### config.mk
export PLATFORM = sky130hd
export DESIGN_NAME = id_ex_stage_flat
export DESIGN_NICKNAME = d
export VERILOG_FILES = /design/src/rtl/id_ex_stage_pkg.sv /design/src/rtl/id_ex_stage_if.sv /design/src/rtl/id_ex_stage_load_use_detect.sv /design/src/rtl/id_ex_stage.sv /design/src/flat_wrapper.sv
export SDC_FILE = /design/constraint.sdc
export NUM_CORES = 1
export LEC_CHECK = 0
export ABC_AREA = 0
export ABC_CLOCK_PERIOD_IN_PS = 3710
export BUFFER_PORTS_ARGS = -buffer_cell sky130_fd_sc_hd__buf_2
export CORE_UTILIZATION = 50
export DETAILED_ROUTE_END_ITERATION = 10
export PLACE_DENSITY = 0.83
export SYNTH_ARGS = -nofsm -noshare
export SYNTH_HDL_FRONTEND = slang
export SYNTH_SLANG_ARGS = --single-unit
### constraint.sdc
create_clock -name clk -period 3.71 [get_ports clk]
set_clock_uncertainty 0.1 [all_clocks]
set_input_delay 0.742 -clock clk [delete_from_list [all_inputs] [get_ports clk]]
set_output_delay 0.742 -clock clk [all_outputs]
set_load 0.005 [all_outputs]
### src/rtl/id_ex_stage_pkg.sv
// Shared definitions for the ID/EX pipeline register: instruction class
// codes, the per-edge update selector and a small decode helper.
package id_ex_stage_pkg;

    // Instruction classes seen by the ID/EX register. NOP is the bubble code.
    typedef enum logic [2:0] {
        INS_ID_NOP   = 3'd0,
        INS_ID_RTYPE = 3'd1,
        INS_ID_LW    = 3'd2,
        INS_ID_SW    = 3'd3,
        INS_ID_BEQ   = 3'd4,
        INS_ID_J     = 3'd5
    } ins_id_e;

    // What the EX register bank does on the next rising edge.
    typedef enum logic [1:0] {
        EX_BUBBLE  = 2'd0,
        EX_KEEP    = 2'd1,
        EX_CAPTURE = 2'd2
    } ex_upd_e;

    localparam logic [4:0] REG_ZERO = 5'd0;
    localparam int         INS_W    = 3;
    localparam int         REG_W    = 5;
    localparam int         ALU_W    = 4;

    // True when the instruction class produces its result only after MEM.
    function automatic logic is_load(input logic [INS_W-1:0] ins);
        return ins == INS_ID_LW;
    endfunction

endpackage

### src/rtl/id_ex_stage_if.sv
// ID-side and EX-side field bundle of the ID/EX register. The ID stage is
// the master (drives id_*, observes ex_*); the register is the slave.
interface id_ex_stage_if
    import id_ex_stage_pkg::*;
#(
    parameter int DATA_W = 32
);
    logic                     id_valid;
    logic [INS_W-1:0]         id_ins_id;
    logic [REG_W-1:0]         id_rs;
    logic [REG_W-1:0]         id_rt;
    logic [REG_W-1:0]         id_rd;
    logic                     id_uses_rs;
    logic                     id_uses_rt;
    logic signed [DATA_W-1:0] id_rs_data;
    logic signed [DATA_W-1:0] id_rt_data;
    logic signed [DATA_W-1:0] id_imm;
    logic [ALU_W-1:0]         id_alu_op;

    logic                     ex_valid;
    logic [INS_W-1:0]         ex_ins_id;
    logic [REG_W-1:0]         ex_rs;
    logic [REG_W-1:0]         ex_rt;
    logic [REG_W-1:0]         ex_rd;
    logic signed [DATA_W-1:0] ex_rs_data;
    logic signed [DATA_W-1:0] ex_rt_data;
    logic signed [DATA_W-1:0] ex_imm;
    logic [ALU_W-1:0]         ex_alu_op;

    modport master (
        output id_valid, id_ins_id, id_rs, id_rt, id_rd, id_uses_rs, id_uses_rt,
               id_rs_data, id_rt_data, id_imm, id_alu_op,
        input  ex_valid, ex_ins_id, ex_rs, ex_rt, ex_rd, ex_rs_data, ex_rt_data,
               ex_imm, ex_alu_op
    );

    modport slave (
        input  id_valid, id_ins_id, id_rs, id_rt, id_rd, id_uses_rs, id_uses_rt,
               id_rs_data, id_rt_data, id_imm, id_alu_op,
        output ex_valid, ex_ins_id, ex_rs, ex_rt, ex_rd, ex_rs_data, ex_rt_data,
               ex_imm, ex_alu_op
    );
endinterface

### src/rtl/id_ex_stage_load_use_detect.sv
// Combinational load-use hazard detector: flags an ID instruction that
// reads the destination of a load still sitting in EX. A load to $0 never
// hazards, and a source field the decoder marks unused is ignored.
module load_use_detect
    import id_ex_stage_pkg::*;
(
    input  logic             ex_valid,
    input  logic [INS_W-1:0] ex_ins_id,
    input  logic [REG_W-1:0] ex_rd,
    input  logic             id_valid,
    input  logic [REG_W-1:0] id_rs,
    input  logic [REG_W-1:0] id_rt,
    input  logic             id_uses_rs,
    input  logic             id_uses_rt,
    output logic             load_use
);
    logic rs_hit;
    logic rt_hit;

    assign rs_hit   = id_uses_rs & (id_rs == ex_rd);
    assign rt_hit   = id_uses_rt & (id_rt == ex_rd);
    assign load_use = ex_valid & is_load(ex_ins_id) & (ex_rd != REG_ZERO)
                    & id_valid & (rs_hit | rt_hit);
endmodule

### src/rtl/id_ex_stage.sv
// ID/EX pipeline register with load-use bubble insertion. Update priority
// on each edge: flush, hold, load-use bubble, capture, idle bubble. A bubble
// clears the control fields only; data fields keep stale values since
// ex_valid=0 and ex_rd=0 make downstream ignore them.
module id_ex_stage
    import id_ex_stage_pkg::*;
#(
    parameter int DATA_W = 32,
    parameter int CNT_W  = 16
)(
    input  logic             clk,
    input  logic             rst_n,
    id_ex_stage_if.slave     bus,
    input  logic             flush_ex,
    input  logic             hold,
    output logic             stall_if_id,
    output logic [CNT_W-1:0] lu_stall_cnt
);
    // Saturating increment: the bubble counter sticks at all-ones.
    function automatic logic [CNT_W-1:0] sat_inc(input logic [CNT_W-1:0] v);
        return (&v) ? v : v + CNT_W'(1);
    endfunction

    logic                     load_use;
    ex_upd_e                  upd;
    logic                     cnt_inc;
    logic signed [DATA_W-1:0] cap_rs_data;
    logic signed [DATA_W-1:0] cap_rt_data;
    logic signed [DATA_W-1:0] cap_imm;

    assign cap_rs_data = bus.id_rs_data;
    assign cap_rt_data = bus.id_rt_data;
    assign cap_imm     = bus.id_imm;

    load_use_detect u_lud (
        .ex_valid   (bus.ex_valid),
        .ex_ins_id  (bus.ex_ins_id),
        .ex_rd      (bus.ex_rd),
        .id_valid   (bus.id_valid),
        .id_rs      (bus.id_rs),
        .id_rt      (bus.id_rt),
        .id_uses_rs (bus.id_uses_rs),
        .id_uses_rt (bus.id_uses_rt),
        .load_use   (load_use)
    );

    // A flush squashes the hazard, so upstream must not freeze in that case.
    assign stall_if_id = load_use & ~flush_ex;

    // Select the register-bank action; only an actually inserted load-use
    // bubble advances the counter.
    always_comb begin
        upd     = EX_BUBBLE;
        cnt_inc = 1'b0;
        if (flush_ex) begin
            upd = EX_BUBBLE;
        end else if (hold) begin
            upd = EX_KEEP;
        end else if (load_use) begin
            upd     = EX_BUBBLE;
            cnt_inc = 1'b1;
        end else if (bus.id_valid) begin
            upd = EX_CAPTURE;
        end
    end

    // Control fields: cleared on a bubble, copied on capture, kept on hold.
    always_ff @(posedge clk or negedge rst_n) begin
        if (!rst_n) begin
            bus.ex_valid  <= 1'b0;
            bus.ex_ins_id <= INS_ID_NOP;
            bus.ex_rs     <= REG_ZERO;
            bus.ex_rt     <= REG_ZERO;
            bus.ex_rd     <= REG_ZERO;
            bus.ex_alu_op <= '0;
        end else begin
            case (upd)
                EX_BUBBLE: begin
                    bus.ex_valid  <= 1'b0;
                    bus.ex_ins_id <= INS_ID_NOP;
                    bus.ex_rs     <= REG_ZERO;
                    bus.ex_rt     <= REG_ZERO;
                    bus.ex_rd     <= REG_ZERO;
                    bus.ex_alu_op <= '0;
                end
                EX_CAPTURE: begin
                    bus.ex_valid  <= 1'b1;
                    bus.ex_ins_id <= bus.id_ins_id;
                    bus.ex_rs     <= bus.id_rs;
                    bus.ex_rt     <= bus.id_rt;
                    bus.ex_rd     <= bus.id_rd;
                    bus.ex_alu_op <= bus.id_alu_op;
                end
                default: ;
            endcase
        end
    end

    // Data fields only load on capture; bubbles leave them stale.
    always_ff @(posedge clk or negedge rst_n) begin
        if (!rst_n) begin
            bus.ex_rs_data <= '0;
            bus.ex_rt_data <= '0;
            bus.ex_imm     <= '0;
        end else if (upd == EX_CAPTURE) begin
            bus.ex_rs_data <= cap_rs_data;
            bus.ex_rt_data <= cap_rt_data;
            bus.ex_imm     <= cap_imm;
        end
    end

    // Count inserted load-use bubbles, saturating.
    always_ff @(posedge clk or negedge rst_n) begin
        if (!rst_n) begin
            lu_stall_cnt <= '0;
        end else if (cnt_inc) begin
            lu_stall_cnt <= sat_inc(lu_stall_cnt);
        end
    end
endmodule

### src/flat_wrapper.sv
// flat-port wrapper written by rule: the top's interface ports become plain ports
module id_ex_stage_flat import id_ex_stage_pkg::*;
#(
    parameter int DATA_W = 32,
    parameter int CNT_W  = 16
)
  (clk, rst_n, flush_ex, hold, stall_if_id, lu_stall_cnt, bus_id_valid, bus_id_ins_id, bus_id_rs, bus_id_rt, bus_id_rd, bus_id_uses_rs, bus_id_uses_rt, bus_id_rs_data, bus_id_rt_data, bus_id_imm, bus_id_alu_op, bus_ex_valid, bus_ex_ins_id, bus_ex_rs, bus_ex_rt, bus_ex_rd, bus_ex_rs_data, bus_ex_rt_data, bus_ex_imm, bus_ex_alu_op);
  id_ex_stage_if #(.DATA_W(DATA_W)) bus_i ();
  input  logic clk;
  input  logic rst_n;
  input  logic flush_ex;
  input  logic hold;
  output logic stall_if_id;
  output logic [CNT_W-1:0] lu_stall_cnt;
  input wire logic [$bits(bus_i.id_valid)-1:0] bus_id_valid;
  input wire logic [$bits(bus_i.id_ins_id)-1:0] bus_id_ins_id;
  input wire logic [$bits(bus_i.id_rs)-1:0] bus_id_rs;
  input wire logic [$bits(bus_i.id_rt)-1:0] bus_id_rt;
  input wire logic [$bits(bus_i.id_rd)-1:0] bus_id_rd;
  input wire logic [$bits(bus_i.id_uses_rs)-1:0] bus_id_uses_rs;
  input wire logic [$bits(bus_i.id_uses_rt)-1:0] bus_id_uses_rt;
  input wire logic [$bits(bus_i.id_rs_data)-1:0] bus_id_rs_data;
  input wire logic [$bits(bus_i.id_rt_data)-1:0] bus_id_rt_data;
  input wire logic [$bits(bus_i.id_imm)-1:0] bus_id_imm;
  input wire logic [$bits(bus_i.id_alu_op)-1:0] bus_id_alu_op;
  output wire logic [$bits(bus_i.ex_valid)-1:0] bus_ex_valid;
  output wire logic [$bits(bus_i.ex_ins_id)-1:0] bus_ex_ins_id;
  output wire logic [$bits(bus_i.ex_rs)-1:0] bus_ex_rs;
  output wire logic [$bits(bus_i.ex_rt)-1:0] bus_ex_rt;
  output wire logic [$bits(bus_i.ex_rd)-1:0] bus_ex_rd;
  output wire logic [$bits(bus_i.ex_rs_data)-1:0] bus_ex_rs_data;
  output wire logic [$bits(bus_i.ex_rt_data)-1:0] bus_ex_rt_data;
  output wire logic [$bits(bus_i.ex_imm)-1:0] bus_ex_imm;
  output wire logic [$bits(bus_i.ex_alu_op)-1:0] bus_ex_alu_op;
  assign bus_i.id_valid = bus_id_valid;
  assign bus_i.id_ins_id = bus_id_ins_id;
  assign bus_i.id_rs = bus_id_rs;
  assign bus_i.id_rt = bus_id_rt;
  assign bus_i.id_rd = bus_id_rd;
  assign bus_i.id_uses_rs = bus_id_uses_rs;
  assign bus_i.id_uses_rt = bus_id_uses_rt;
  assign bus_i.id_rs_data = bus_id_rs_data;
  assign bus_i.id_rt_data = bus_id_rt_data;
  assign bus_i.id_imm = bus_id_imm;
  assign bus_i.id_alu_op = bus_id_alu_op;
  assign bus_ex_valid = bus_i.ex_valid;
  assign bus_ex_ins_id = bus_i.ex_ins_id;
  assign bus_ex_rs = bus_i.ex_rs;
  assign bus_ex_rt = bus_i.ex_rt;
  assign bus_ex_rd = bus_i.ex_rd;
  assign bus_ex_rs_data = bus_i.ex_rs_data;
  assign bus_ex_rt_data = bus_i.ex_rt_data;
  assign bus_ex_imm = bus_i.ex_imm;
  assign bus_ex_alu_op = bus_i.ex_alu_op;
  id_ex_stage #(.DATA_W(DATA_W), .CNT_W(CNT_W)) u_core (.clk(clk), .rst_n(rst_n), .bus(bus_i), .flush_ex(flush_ex), .hold(hold), .stall_if_id(stall_if_id), .lu_stall_cnt(lu_stall_cnt));
endmodule
==> flow_summary.toml <==
[power_and_ir_drop]
seqPwrFrac_pct = 42.0
p_sw_share_pct = 23.1
clkPwrFrac_pct = 42.8
peakVddDrop_uv = 360
p_comb_share_pct = 15.2
p_leak_uw = 0.00395
power_report.internal_total_uw = 3290
p_per_area_nw_per_um2 = 563
p_sw_uw = 991

[clocking]
ctsResizeCount = 0
root_buffer = "clkbuf_8"
cts.sink_count = 135
cts_tree = "built"
post-cts-setup-buffers = 0
clk_pin_slew_ns = 0.06
cts_made_buffers = 17
htreeDepth = 4
worstSkewPairLatency_ns = 0.51
cts_hold_buf = 0
cts_max_path_buffers = 2

[final_layout]
drive_gt1_share_pct = 62.3
syn2layout_area_growth_pct = 39.3
layout.nets = 755
layout.cells.non_filler = 779

[grt]
grt_util_met3_pct = 8.46
grt_max_degree = 124
grt_pass1_vias = 4201
grt_pass1_wl_um = 21600
grtUsageMet1_pct = 27.6
antenna_found_initial = 1
use_met2_pct = 46.4
grt-ovfl-total = 0
busiest_layer = "met2"
grtUsageTotal_pct = 25.3

[routing]
vias = 4086
vias_per_cell = 5.25
drt-pass1-iter-count = 4
wire_per_inst_um = 17.8
drt-initial-drc-count = 163
drtAntennaViolNets = 0
drc = 0
wirelength_um = 13900

[synthesis]
syn-instance-count = 357
ys_types = 28
syn_area_per_cell_um2 = 15.3
ys.warnings.count = 0
synthesis.nets = 483
synth_area_um2 = 5460
ys_ff_latch = 135
synth_seq_area_share_pct = 61.9

[run]
max_cap_violations = 0

[setup_path]
cp_cell_sequence = "or4_1 > o211a_1 > nand2_1 > nor2_1 > buf_2"
path_max_fanout = 12
worstPathArrival_ns = 2.19
cp-end-kind = "output pin"
start_kind = "register"
r2r-start = "u_core.bus.ex_ins_id[0]"
critPathLaunch = "u_core.bus.ex_rd[2]"
critPathRequiredTime_ns = 2.87
slowest_stage = "or4_1"
crit_type = "register to output pin"
slowest_delay_ns = 0.55
r2r_slack_ns = 1.01

[timing]
maxSlewViolCount = 0
fmax_mhz = 330
period_minus_slack_ns = 3.03
fin_ws_ns = 0.680
fin_tns_setup_ns = 0
finalHoldWorstSlack_ns = 0.246
period_share_pct = 81.7
worst_pin_slew_ns = 1.12
finalHoldViolCount = 0
setup_viol = 0
max_slew_margin_pct = 25.6
rsz0062_at_grt = "no"

[floorplanning]
row_count = 37
core-area_um2 = 10500
start_util_pct = 52.2
io_pins = 261
die_h_um = 107
dieArea_um2 = 11300
fp.dieW_um = 107

[placement]
dp.final_hpwl_um = 9890
place_ws_ns = 0.824
place_inst = 746
place_congestion = 0.863
io_buffers = 260

[outcome]
outcome = "completed"

[hold_path]
hold_path.class = "primary input to asynchronous set/reset pin"
==> power groups by stage <==
stage | logic (uW) | registers [uW] | clock network, uW
6_report | 653 | 1800 | 1830
2_1_floorplan | 267 | 1830 | 0
5_1_grt | 712 | 1820 | 1930
4_1_cts | 663 | 1800 | 1860
3_3_place_gp | 633 | 1800 | 0
3_5_place_dp | 655 | 1820 | 0
==> placed cells by master (no fill, tap or decap), types with 2 or more instances in the layout <==
master     synthesis  layout
buf_2              8     259
dfrtp_1          135     135
mux2_2            68      68
mux2_4            29      29
xnor2_1           25      25
a22o_1            22      22
clkbuf_16          0      16
nand4_1           12      12
nand3_1           10      10
nand2_1            9       9
buf_4              0       8
and3_1             6       6
bufinv_16          0       5
nor4_1             4       4
clkbuf_8           0       4
nor2_1             3       3
nor3_1             3       3
buf_12             0       3
clkinv_4           0       2
clkinv_2           0       2
==> layout make-up <==
type	count	area (um2)
well taps	136	170
flip-flops and latches	135	3380
inverters	1	3.75
repair buffers	271	1430
clock buffers	21	459
fillers	704	2860
clock inverters	11	194
multi-input cells	203	1970
diodes	1	2.50
==> worst paths after layout <==
| check | to | cells past startpoint |
|---|---|---|
| worst min-delay path | u_core.bus.ex_alu_op[0] | 1 |
| min in group clk | u_core.bus.ex_alu_op[3] | 2 |
| worst min register to register | u_core.bus.ex_imm[31] | 1 |
| worst max register to register | u_core.bus.ex_imm[5] | 5 |
| max in group asynchronous | u_core.bus.ex_rs_data[30] | 2 |
| worst max-delay path | stall_if_id | 5 |
==> per-stage QoR <==
stage | utilization [%] | area (um2) | total power (uW)
2_1_floorplan | - | 5460 | 2090
3_3_place_gp | 66.4 | 6950 | 2430
5_1_grt | 72.7 | 7600 | 4460
6_report | 72.7 | 7600 | 4280
4_1_cts | 72.7 | 7600 | 4320
3_5_place_dp | 66.4 | 6950 | 2470
==> registers in the layout (all words and copies together) (netlist names) <==
name                   count
u_core.bus.ex_alu_op       4
u_core.bus.ex_rs_data     32
u_core.bus.ex_rd           5
u_core.bus.ex_rt_data     32
u_core.bus.ex_imm         32
u_core.bus.ex_ins_id       3
u_core.lu_stall_cnt       16
u_core.bus.ex_valid        1
u_core.bus.ex_rt           5
u_core.bus.ex_rs           5
==> critical path, delay by kind of cell, from the launching register on <==
kind,cells,cell delay [ns]
AND/OR/NAND/NOR,3,0.71
flip-flops,1,0.46
AO/OA/AOI/OAI,1,0.38
buffers and inverters,1,0.13
==> Yosys cell counts <==
master | number | area share [%]
nand4b_1 | 1 | 0.16
o211ai_1 | 1 | 0.14
nand4_1 | 12 | 1.4
ha_1 | 1 | 0.23
nor4_1 | 4 | 0.46
a21boi_0 | 1 | 0.14
buf_2 | 8 | 0.73
and3_1 | 6 | 0.69
mux2_4 | 29 | 8.0
nor4bb_1 | 1 | 0.18
xnor2_1 | 25 | 4.0
inv_1 | 1 | 0.069
nand2_1 | 9 | 0.62
clkbuf_1 | 5 | 0.34
nor3_1 | 3 | 0.27
a22o_1 | 22 | 3.5
buf_6 | 5 | 1.0
mux2_2 | 68 | 14
nor2_1 | 3 | 0.21
a21bo_1 | 1 | 0.18
nor2b_1 | 1 | 0.11
nand3_1 | 10 | 0.92
o22ai_1 | 1 | 0.11
and4_1 | 1 | 0.16
or4_1 | 1 | 0.14
dfrtp_1 | 135 | 62
o211a_1 | 1 | 0.18
nor3b_1 | 1 | 0.14
==> layer usage <==
metal  wire length (um)  vias up
li1                   -     1844
met1               5110     2024
met2               7500      191
met3                993       27
met4                260        0
met5                  0        -
==> cells by family after synthesis <==
kind of cell | Yosys count | synth area share, %
AND/OR/NAND/NOR | 53 | 5.43
buffers and inverters | 19 | 2.18
adder cells (fa/ha/maj) | 1 | 0.229
XOR/XNOR | 25 | 4.01
multiplexers | 97 | 22.0
flip-flops | 135 | 61.9
AO/OA/AOI/OAI | 27 | 4.29
(Power assumes the default switching activity.)
